<file path="config.mk">
export PLATFORM = sky130hd
export DESIGN_NAME = request_unit_pipe
export DESIGN_NICKNAME = d
export VERILOG_FILES = /design/src/rtl/request_unit_pipe_pkg.sv /design/src/rtl/request_unit_pipe_sat_counter.sv /design/src/rtl/request_unit_pipe.sv
export SDC_FILE = /design/constraint.sdc
export NUM_CORES = 1
export LEC_CHECK = 0
export BUFFER_PORTS_ARGS = -buffer_cell sky130_fd_sc_hd__buf_2
export CORE_ASPECT_RATIO = 1.75
export CORE_MARGIN = 10
export CORE_UTILIZATION = 51
export DETAILED_ROUTE_END_ITERATION = 10
export GPL_ROUTABILITY_DRIVEN = 0
export PLACE_DENSITY = 0.95
export SLEW_MARGIN = 20
export SYNTH_ARGS = -nofsm -noshare
export SYNTH_HDL_FRONTEND = slang
export SYNTH_SLANG_ARGS = --single-unit
export TNS_END_PERCENT = 1
</file>
<file path="constraint.sdc">
create_clock -name CLK -period 3.1 [get_ports CLK]
set_input_delay 0.465 -clock CLK [delete_from_list [all_inputs] [get_ports CLK]]
set_output_delay 0.465 -clock CLK [all_outputs]
set_load 0.01 [all_outputs]
</file>
<file path="src/rtl/request_unit_pipe_pkg.sv">
// Shared types for the pipelined request unit: FSM state encoding and default widths.
package request_unit_pipe_pkg;

  typedef enum logic [1:0] {
    FETCH = 2'd0,
    DATA  = 2'd1,
    HALT  = 2'd2
  } reqstate_t;

  localparam int WORD_W_DEF = 32;
  localparam int ADDR_W_DEF = 32;

endpackage

</file>
<file path="src/rtl/request_unit_pipe_sat_counter.sv">
// Saturating up-counter with synchronous clear; used as the data-stall watchdog.
module sat_counter #(
  parameter int WIDTH = 8,
  parameter int MAX   = 200
) (
  input  logic             CLK,
  input  logic             nRST,
  input  logic             clr,
  input  logic             inc,
  output logic [WIDTH-1:0] count,
  output logic             at_max
);

  logic [WIDTH-1:0] count_reg;

  always_ff @(posedge CLK) begin
    if (!nRST) begin
      count_reg <= '0;
    end else if (clr) begin
      count_reg <= '0;
    end else if (inc && (count_reg != WIDTH'(MAX))) begin
      count_reg <= count_reg + WIDTH'(1);
    end
  end

  assign count  = count_reg;
  assign at_max = (count_reg == WIDTH'(MAX));

endmodule

</file>
<file path="src/rtl/request_unit_pipe.sv">
// Sequences instruction fetch and data-memory requests, holds the data request stable
// until dhit, gates PC advance, halts after draining, and watches for stalled data accesses.
module request_unit_pipe
  import request_unit_pipe_pkg::*;
#(
  parameter int WORD_W   = WORD_W_DEF,
  parameter int ADDR_W   = ADDR_W_DEF,
  parameter int WAIT_W   = 8,
  parameter int MAX_WAIT = 200,
  parameter int CNT_W    = 16
) (
  input  logic              CLK,
  input  logic              nRST,
  input  logic              memread,
  input  logic              memwrite,
  input  logic              halt,
  input  logic              ihit,
  input  logic              dhit,
  input  logic [ADDR_W-1:0] daddr_in,
  input  logic [WORD_W-1:0] dstore_in,
  output logic              iREN,
  output logic              dREN,
  output logic              dWEN,
  output logic [ADDR_W-1:0] daddr,
  output logic [WORD_W-1:0] dstore,
  output logic              pcenable,
  output logic              halted,
  output logic              timeout_err,
  output logic [CNT_W-1:0]  dreq_count
);

  reqstate_t         state_reg, state_next;
  logic [ADDR_W-1:0] daddr_reg;
  logic [WORD_W-1:0] dstore_reg;
  logic              wr_reg;
  logic [CNT_W-1:0]  cnt_reg;
  logic              err_reg;

  logic              issue, done, wait_clr, wait_inc, at_max;
  logic [WAIT_W-1:0] wait_count;

  sat_counter #(
    .WIDTH (WAIT_W),
    .MAX   (MAX_WAIT)
  ) u_wait (
    .CLK    (CLK),
    .nRST   (nRST),
    .clr    (wait_clr),
    .inc    (wait_inc),
    .count  (wait_count),
    .at_max (at_max)
  );

  always_comb begin
    state_next = state_reg;
    iREN       = 1'b0;
    dREN       = 1'b0;
    dWEN       = 1'b0;
    pcenable   = 1'b0;
    halted     = 1'b0;
    issue      = 1'b0;
    done       = 1'b0;
    wait_clr   = 1'b0;
    wait_inc   = 1'b0;
    case (state_reg)
      FETCH: begin
        iREN = 1'b1;
        if (ihit) begin
          // Halt wins over a simultaneous load/store.
          if (halt) begin
            state_next = HALT;
          end else if (memread || memwrite) begin
            issue      = 1'b1;
            wait_clr   = 1'b1;
            state_next = DATA;
          end else begin
            pcenable = 1'b1;
          end
        end
      end
      DATA: begin
        dWEN = wr_reg;
        dREN = ~wr_reg;
        if (dhit) begin
          pcenable   = 1'b1;
          done       = 1'b1;
          state_next = FETCH;
        end else begin
          wait_inc = 1'b1;
        end
      end
      HALT: begin
        halted = 1'b1;
      end
      default: begin
        state_next = FETCH;
      end
    endcase
  end

  always_ff @(posedge CLK) begin
    if (!nRST) begin
      state_reg  <= FETCH;
      daddr_reg  <= '0;
      dstore_reg <= '0;
      wr_reg     <= 1'b0;
      cnt_reg    <= '0;
      err_reg    <= 1'b0;
    end else begin
      state_reg <= state_next;
      if (issue) begin
        daddr_reg  <= daddr_in;
        dstore_reg <= dstore_in;
        wr_reg     <= memwrite;
      end
      if (done) begin
        cnt_reg <= cnt_reg + CNT_W'(1);
      end
      err_reg <= err_reg | at_max;
    end
  end

  // at_max is OR'd in so the flag is visible in the very cycle the stall limit is reached.
  assign timeout_err = err_reg | at_max;
  assign daddr       = daddr_reg;
  assign dstore      = dstore_reg;
  assign dreq_count  = cnt_reg;

endmodule

</file>
==> key figures <==
Status
  – Outcome: finished, final reports clean

Synthesis
  – Mapped Area: 0.00357 mm²
  – Cell count after synthesis: 429
  – Synth Area in Simple Gates: 0.257
  – Mux share of post-synthesis cell area: 0.00561
  – Compound-Gate Fraction of Synth Area: 0.124
  – Async S/R FF share, synth: 0
  – Syn avg cell area: 8.32 µm²
  – Yosys warns: 0
  – Largest family of logic cells by synthesized area: simple AND/OR/NAND/NOR gates
  – Unique masters post-synth: 38
  – Top cell type by total area after synthesis: dfxtp_1
  – Synth top area cells: dfxtp_1 (52%), nand2_1 (14%), a21oi_1 (10%), xor2_1 (3.2%), nor2_1 (2.3%)
  – Syn nets: 503
  – XOR/XNOR Fraction of Synth Area: 0.0393
  – Post-synthesis sequential area ratio: 0.516
  – Post-synthesis register bit count: 92
  – Top cell type's share of synthesized area: 0.516
  – Number of enable flip-flop cells after synthesis: 0
  – Synth Area in Adders: 0.0105
  – Ys flop type: dfxtp_1

Power and ir drop
  – Maximum VDD drop: 0.361 mV
  – Flop pwr share: 0.491
  – P_int: 0.00198 W
  – Clock share of power: 0.420
  – P per Cell Area: 544 mW/mm²
  – Switching fraction of total power: 0.221
  – Psw: 0.000561 W
  – Leak Pwr: 2.11 nW
  – Combinational power share: 0.090

Timing
  – Worst slew pin tran: 1.03 ns
  – Setup TNS Final: 0 ns
  – Final setup vio count: 0
  – RSZ-0062 raised after global routing: no
  – Slew Viols, Final: 0
  – Minimum clock period: 2.11 ns
  – Max transition margin: 0.310
  – Period Utilization, post-route: 0.680
  – Fmax: 0.474 GHz
  – Clock skew: 0.00532 ns
  – Fin. Hold Viols: 0
  – Final setup margin: 0.991 ns

CTS
  – CTS Buffer Depth: 2
  – CTS buffer count: 9
  – H-tree depth: 3
  – Clk_lat worst skew: 0.33 ns
  – Clk root buf: clkbuf_16
  – Post-CTS Resized: 0
  – Hold-fix buffers, CTS: 0
  – Post-CTS Setup Bufs: 0
  – Clk slew on worst S/H paths: 0.06 ns
  – TritonCTS clock tree: yes
  – Clk sinks: 92

Hold path
  – Worst hold path class: in -> reg
  – Worst hold path stage count: 3
  – Worst hold start: daddr_in[12]
  – Hold Path End: daddr[12]

Placement
  – Buffers on Ports: 156
  – Pre-CTS setup slack: 0.923 ns
  – Hpwl dp: 7660 µm

Detailed routing
  – Vias/cell: 5.26
  – WL per Instance: 15.3 µm
  – Final ANT Viol Nets: 0
  – Number of DRC markers in iteration 0: 235
  – Final wirelength: 10,100 µm
  – TritonRoute pass-1 iters: 5
  – Via count: 3,466
  – DRC: 0

Global route
  – Initial antenna violation count: 2
  – Final global-route overflow total: 0
  – Pin count of the biggest net entering global routing: 46
  – Total global-route track usage: 0.176
  – First-pass GRT wire length: 16,000 µm
  – Vias in the first global route: 3,442

Cells and area
  – Antenna diodes: 0
  – Fraction of layout cells with a size suffix above 1: 0.315
  – FILL cells: 522
  – Register Area: 0.00184 mm²
  – Layout Nets: 646
  – Area of the multi-input gates: 0.00158 mm²
  – Area Overhead vs Synth: 30.7%

Setup path
  – CP required: 2.63 ns
  – WP data arrival: 1.64 ns
  – Startpoint types: flip-flop
  – CP max FO: 12
  – Flop-to-flop setup slack: 0.99 ns
  – Critical path class: reg -> out
  – Element type at the critical path end: primary output
  – RR Startpoint: state_reg[1]
  – Worst r2r dst: daddr[13]
  – Critical path startpoint: state_reg[1]
  – R2R depth: 5

Floorplan
  – # rows: 40
  – I/O pin count: 157
  – Initial Util: 0.521
  – Chip width: 83.2 µm
  – Full die area: 0.0109 mm²
  – Die height: 131 µm
  – Core Area: 0.00686 mm²

Flow run
  – MaxCap Viol Count: 0
worst max path at each step:
| stage | endpoint | depth (start not counted) |
|---|---|---|
| 2_1_floorplan | dreq_count[14] | 6 |
| 3_3_place_gp | dstore[30] | 5 |
| 3_5_place_dp | dstore[21] | 5 |
| 4_1_cts | daddr[6] | 5 |
| 5_1_grt | daddr[25] | 5 |
| 6_report | pcenable | 4 |
power by group through the flow:
stage / combinational, W / sequential [W] / clock, W
4_1_cts: 0.000231 / 0.00124 / 0.00109
3_3_place_gp: 0.000222 / 0.00127 / 0
6_report: 0.000228 / 0.00124 / 0.00106
5_1_grt: 0.000254 / 0.00125 / 0.00113
3_5_place_dp: 0.000230 / 0.00127 / 0
2_1_floorplan: 0.000107 / 0.00128 / 0
cells in the final DEF, fill, tap and decap left out, types with 2 or more instances in the layout:
cell,count
a21oi_1,72
or4_1,4
xnor2_1,3
and3b_1,2
nor3_1,2
and2_1,3
dfxtp_1,92
buf_12,2
clkbuf_8,2
clkbuf_16,9
nor2_1,22
or3_1,2
and3_1,3
o31ai_1,6
nand3_1,7
nand4_1,4
inv_1,5
nand2_1,136
buf_2,156
mux2i_1,2
xor2_1,13
o21ai_0,2
ha_1,3
nor3b_1,2
a22oi_1,2
routing by layer:
metal | track usage | share of wire | vias to the layer above
met4 | 0.0855 | 0.023 | 2
li1 | - | - | 1704
met3 | 0.0706 | 0.086 | 21
met2 | 0.309 | 0.53 | 133
met5 | 0 | 0.0013 | -
met1 | 0.179 | 0.36 | 1606
area by class of cell:
| cell class | count | area share |
|---|---|---|
| timing repair buffer | 159 | 0.178 |
| tap | 84 | 0.0225 |
| clock inverter | 2 | 0.00751 |
| sequential | 92 | 0.395 |
| multi-input combinational | 304 | 0.338 |
| clock buffer | 12 | 0.0550 |
| inverter | 6 | 0.00483 |
synthesized netlist by cell type (4+ instances only):
cell	number
buf_4	8
or4_1	4
nor2_1	22
nand4_1	4
nand3_1	7
buf_2	7
inv_1	6
nand2_1	136
o31ai_1	6
xor2_1	13
clkbuf_1	11
a21oi_1	72
dfxtp_1	92
logic make-up (layout without fill, tap and decap cells):
group	Yosys count	count (layout)
AOI/OAI and AO/OA	84	84
xor gates and xnor gates	16	16
adders and majority gates	3	3
buffers and inverters	33	179
DFF	92	92
muxes	2	2
and+or+nand+nor	199	199
critical path, stage by stage (launching register included):
cell and delay, ns:
dfxtp_1 0.44, nor4b_4 0.48, a22oi_1 0.11, nor2_1 0.14, buf_2 0.15
metrics by stage:
| step | instances | util | area (µm²) | power (W) | hold slack, ns |
|---|---|---|---|---|---|
| after floorplan | 429 | - | 3570 | 0.00139 | 0.480 |
| after global placement | 645 | 0.638 | 4370 | 0.00149 | 0.439 |
| after detailed placement | 645 | 0.638 | 4370 | 0.00150 | 0.444 |
| after CTS | 659 | 0.680 | 4670 | 0.00256 | 0.357 |
| after global routing | 659 | 0.680 | 4670 | 0.00263 | 0.366 |
| final | 659 | 0.680 | 4670 | 0.00254 | 0.368 |
Note: power is estimated with default switching activity, not from simulation.
